**src/rtl/branch_resolve_unit.sv**
```systemverilog
// Branch resolution: flag forwarding, condition decode, registered redirect pulse and wrong-path squash.
// Optional performance counters are enabled with `define BRU_PERF_CNT_EN.
module branch_resolve_unit #(
    parameter int ADDR_W = 64,
    parameter int CNT_W  = 16
) (
    input  logic              clk,
    input  logic              reset,
    input  logic              stall,
    input  logic              id_valid,
    input  logic [1:0]        id_br_type,
    input  logic [3:0]        id_cond,
    input  logic              id_rt_zero,
    input  logic [ADDR_W-1:0] id_target,
    input  logic              ex_set_flags,
    input  logic [3:0]        ex_flags,
    input  logic [3:0]        reg_flags,
    output logic              br_taken,
    output logic [ADDR_W-1:0] br_target,
    output logic              flush_if,
`ifdef BRU_PERF_CNT_EN
    output logic [CNT_W-1:0]  br_resolved_cnt,
    output logic [CNT_W-1:0]  br_taken_cnt,
`endif
    output logic              squash_active
);

    typedef enum logic {IDLE, SQUASH} state_t;

    state_t            state_q, state_d;
    logic              br_taken_q;
    logic              flush_q;
    logic [ADDR_W-1:0] br_target_q;

    logic [3:0] eff;
    logic       f_n, f_z, f_c, f_v;
    logic       cond_true;
    logic       eval;
    logic       type_take;
    logic       take;

    // Handshake: an ID instruction is consumed only when id_valid=1, stall=0 and state is IDLE.
    always_comb begin
        eff = ex_set_flags ? ex_flags : reg_flags;
        {f_n, f_z, f_c, f_v} = eff;

        cond_true = 1'b0;
        case (id_cond)
            4'd0:    cond_true = f_z;
            4'd1:    cond_true = !f_z;
            4'd2:    cond_true = f_c;
            4'd3:    cond_true = !f_c;
            4'd4:    cond_true = f_n;
            4'd5:    cond_true = !f_n;
            4'd6:    cond_true = f_v;
            4'd7:    cond_true = !f_v;
            4'd8:    cond_true = f_c && !f_z;
            4'd9:    cond_true = !(f_c && !f_z);
            4'd10:   cond_true = (f_n == f_v);
            4'd11:   cond_true = (f_n != f_v);
            4'd12:   cond_true = !f_z && (f_n == f_v);
            4'd13:   cond_true = !(!f_z && (f_n == f_v));
            default: cond_true = 1'b1;
        endcase

        type_take = 1'b0;
        case (id_br_type)
            2'd1:    type_take = 1'b1;
            2'd2:    type_take = id_rt_zero;
            2'd3:    type_take = cond_true;
            default: type_take = 1'b0;
        endcase

        eval = (state_q == IDLE) && id_valid && !stall;
        take = eval && type_take;

        state_d = state_q;
        case (state_q)
            IDLE:    if (take)   state_d = SQUASH;
            SQUASH:  if (!stall) state_d = IDLE;
            default: state_d = IDLE;
        endcase
    end

    // A take always moves to SQUASH, so the pulse cannot repeat on the next cycle.
    always_ff @(posedge clk or negedge reset) begin
        if (!reset) begin
            state_q     <= IDLE;
            br_taken_q  <= 1'b0;
            flush_q     <= 1'b0;
            br_target_q <= '0;
        end else begin
            state_q    <= state_d;
            br_taken_q <= take;
            flush_q    <= take;
            if (take) br_target_q <= id_target;
        end
    end

    assign br_taken      = br_taken_q;
    assign flush_if      = flush_q;
    assign br_target     = br_target_q;
    assign squash_active = (state_q == SQUASH);

`ifdef BRU_PERF_CNT_EN
    logic [CNT_W-1:0] resolved_cnt_q;
    logic [CNT_W-1:0] taken_cnt_q;

    // Saturating counters: hold at all-ones rather than wrap.
    always_ff @(posedge clk or negedge reset) begin
        if (!reset) begin
            resolved_cnt_q <= '0;
            taken_cnt_q    <= '0;
        end else begin
            if (eval && (id_br_type != 2'd0) && (resolved_cnt_q != '1))
                resolved_cnt_q <= resolved_cnt_q + 1'b1;
            if (take && (taken_cnt_q != '1))
                taken_cnt_q <= taken_cnt_q + 1'b1;
        end
    end

    assign br_resolved_cnt = resolved_cnt_q;
    assign br_taken_cnt    = taken_cnt_q;
`endif

endmodule

```
**config.mk**
```make
export PLATFORM = sky130hd
export DESIGN_NAME = branch_resolve_unit
export DESIGN_NICKNAME = d
export VERILOG_FILES = /design/src/rtl/branch_resolve_unit.sv
export SDC_FILE = /design/constraint.sdc
export NUM_CORES = 1
export LEC_CHECK = 0
export CAP_MARGIN = 0
export CORE_MARGIN = 4
export CORE_UTILIZATION = 38
export CTS_CLUSTER_DIAMETER = 30
export DETAILED_ROUTE_END_ITERATION = 8
export PLACE_DENSITY = 0.76
export SYNTH_ARGS = -nofsm -noshare
export SYNTH_HDL_FRONTEND = slang
export SYNTH_SLANG_ARGS = --single-unit
```
**constraint.sdc**
```tcl
create_clock -name clk -period 2.84 [get_ports clk]
set_clock_uncertainty 0.2 [all_clocks]
set_input_delay 0.284 -clock clk [delete_from_list [all_inputs] [get_ports clk]]
set_output_delay 0.284 -clock clk [all_outputs]
set_load 0.03 [all_outputs]
```
==> flow_summary.ini <==
[outcome]
outcome = completed

[setup_path]
crit_slowest_cell = clkdlybuf4s50_1
crit_buf_inv = 2
reg2reg_setup_slack_ns = 0.62
critical_path_class = in2reg
worst_ep_required_time_ns = 2.84
cp-start-kind = input pin
critical_path.cell_chain = clkdlybuf4s50_1 -> mux4_2 -> xor2_1 -> a31oi_1 -> o21ai_1 -> a21oi_4 -> buf_12 -> mux2_1
end_kind = flop
crit_path_max_incr_delay_ns = 0.55
cp_top_family = multiplexers
cp_data_arrival_time_ns = 2.66
crit_path_max_fanout = 33

[clock_network]
path_clk_slew_ns = 0.07
clock-root-buffer = clkbuf_8
htree_levels = 3
cts_hold_buf = 1
tritoncts = yes
cts_sinks = 66
clockBufferDepth = 2
post_cts_buffers = 0
post_cts_resize_count = 0
clkLatencyLatePin_ns = 0.31
numCtsBuffers = 9

[timing]
worst_pin_slew_ns = 0.7811
period_share_pct = 93.69
rsz0062_at_grt = no
period_needed_ns = 2.661
setup_viol_count_final = 0
setup_ws_ns = 0.1791
drv_slew = 0
maxSlewHeadroom_pct = 47.92
max_freq_mhz = 375.8
hold_viol = 0

[placement]
hpwl_mm = 5.161
place_congestion = 0.8523
dp_slack_ns = -0.1796
place.port_buffers = 150

[die]
die_y_um = 92.10
coreArea_mm2 = 0.006832
start_util_pct = 39.34
rows = 30
die-area_mm2 = 0.008482
pin_count = 151
die_w_um = 92.10

[synth]
yosys_register_bits = 66
synth.distinct_cells = 26
synthTopCellsByArea = dfrtp_1 (61%), mux2_1 (18%), mux2_2 (8.8%)
netlist_instances = 170
yosysSeqAreaShare_pct = 61.45
syn_nets = 254
avgSynthCellArea_um2 = 15.81
synth_common_cells = dfrtp_1 (66), mux2_1 (44), mux2_2 (21), buf_6 (4), nand2_1 (4)
syn_area_mm2 = 0.002688
synth_flop_cell = dfrtp_1
yosys_warnings = 0
ys_async_sr_fraction_pct = 100.0
synth.most_common_cell = dfrtp_1
synth.top_cell.area_share_pct = 61.45
synth_top_cell_by_area = dfrtp_1
synth-edff-count = 0

[drt]
avgRoutedWirePerCell_um = 15.20
dr.pass1.iters = 3
via_per_inst = 4.651
ant_nets = 0
vias = 2014
finalWirelength_mm = 6.581
drc = 0
drt_iter0_drc = 45

[grt]
grt_overflow = 0
grt_pass1_vias = 2181
grt_pass1_wl_mm = 10.62
antenna_found_initial = 0
track_usage_pct = 15.96
grt_max_degree = 35

[cells_and_area]
drive_above_1_share_pct = 14.24
postLayoutCoreUtil_pct = 66.48
n_antenna_cell = 0
area_growth_pct = 68.99
nets = 417

[power]
ir_drop_mv = 0.4582
powerDensity_mw_per_mm2 = 862.3
p_leak_uw = 0.001895

[hold_path]
hold_class = reg2reg

[run]
maxCapViolations = 0
-- stage by stage --
stage / std cells / total power [uW] / TNS (ns) / area (um^2) / hold WS (ns)
3_3_place_gp: 417 / 3173 / -6.522 / 4347 / 0.2089
6_report: 433 / 3916 / 0 / 4542 / 0.2874
3_5_place_dp: 417 / 3211 / -8.904 / 4347 / 0.2070
2_1_floorplan: 170 / 2334 / 0 / 2688 / -0.2116
4_1_cts: 433 / 3972 / 0 / 4542 / 0.2946
5_1_grt: 433 / 4109 / 0 / 4542 / 0.3069
-- logic make-up (layout without fill, tap and decap cells) --
| family | after synthesis | count (layout) | share of synthesized area (%) |
|---|---|---|---|
| AO/OA/AOI/OAI | 7 | 7 | 1.909 |
| AND/OR/NAND/NOR | 16 | 16 | 3.492 |
| XOR/XNOR | 3 | 3 | 0.9778 |
| multiplexers | 68 | 68 | 29.28 |
| flip-flops | 66 | 66 | 61.45 |
| buffers and inverters | 10 | 177 | 2.886 |
-- flip-flops by register name, indices dropped and copies added (netlist names) --
name           flops
br_target         64
flush_if           1
squash_active      1
-- power breakdown --
group	switching, uW	internal (uW)	total [uW]
clock	319	423	742
sequential	151	1250	1400
combinational	938	836	1770
total	1410	2510	3920
-- cells in the final DEF (no fill, tap or decap), drive strengths merged, types with 2 or more instances in the layout --
master and count:
mux2 65, nor2b 3, xnor2 2, clkbuf 12
buf 10, inv 2, clkinv 2, a21oi 3
nor2 2, clkdlybuf4s50 149, nand4b 2, dfrtp 66
mux4 2, nand2 4
-- per-layer routing --
| layer | vias up | GRT usage (%) | part of all wire [%] | routed length [um] |
|---|---|---|---|---|
| met3 | 11 | 5.414 | 8.5 | 560 |
| met5 | - | 0 | 0 | 0 |
| met4 | 0 | 6.559 | 1.7 | 109 |
| li1 | 936 | - | - | - |
| met2 | 88 | 26.58 | 49 | 3231 |
| met1 | 979 | 18.87 | 41 | 2680 |
-- worst paths after layout --
check | cells past startpoint | end | startpoint
min in group asynchronous | 2 | br_target[59] | reset
max reg2reg | 7 | br_target[1] | squash_active
min reg2reg | 1 | br_target[60] | br_target[60]
max | 8 | br_target[1] | ex_set_flags
min | 1 | br_target[60] | br_target[60]
max in group asynchronous | 3 | br_target[53] | reset
-- area by class of cell --
| type | instances | area, um^2 |
|---|---|---|
| Clock buffer | 12 | 145.1 |
| Clock inverter | 3 | 40.04 |
| Fill cell | 535 | 2290 |
| Inverter | 2 | 7.507 |
| Multi-Input combinational cell | 94 | 965.9 |
| Sequential cell | 66 | 1652 |
| Tap cell | 96 | 120.1 |
| Timing Repair Buffer | 160 | 1612 |
Note: power is estimated with default switching activity, not from simulation.
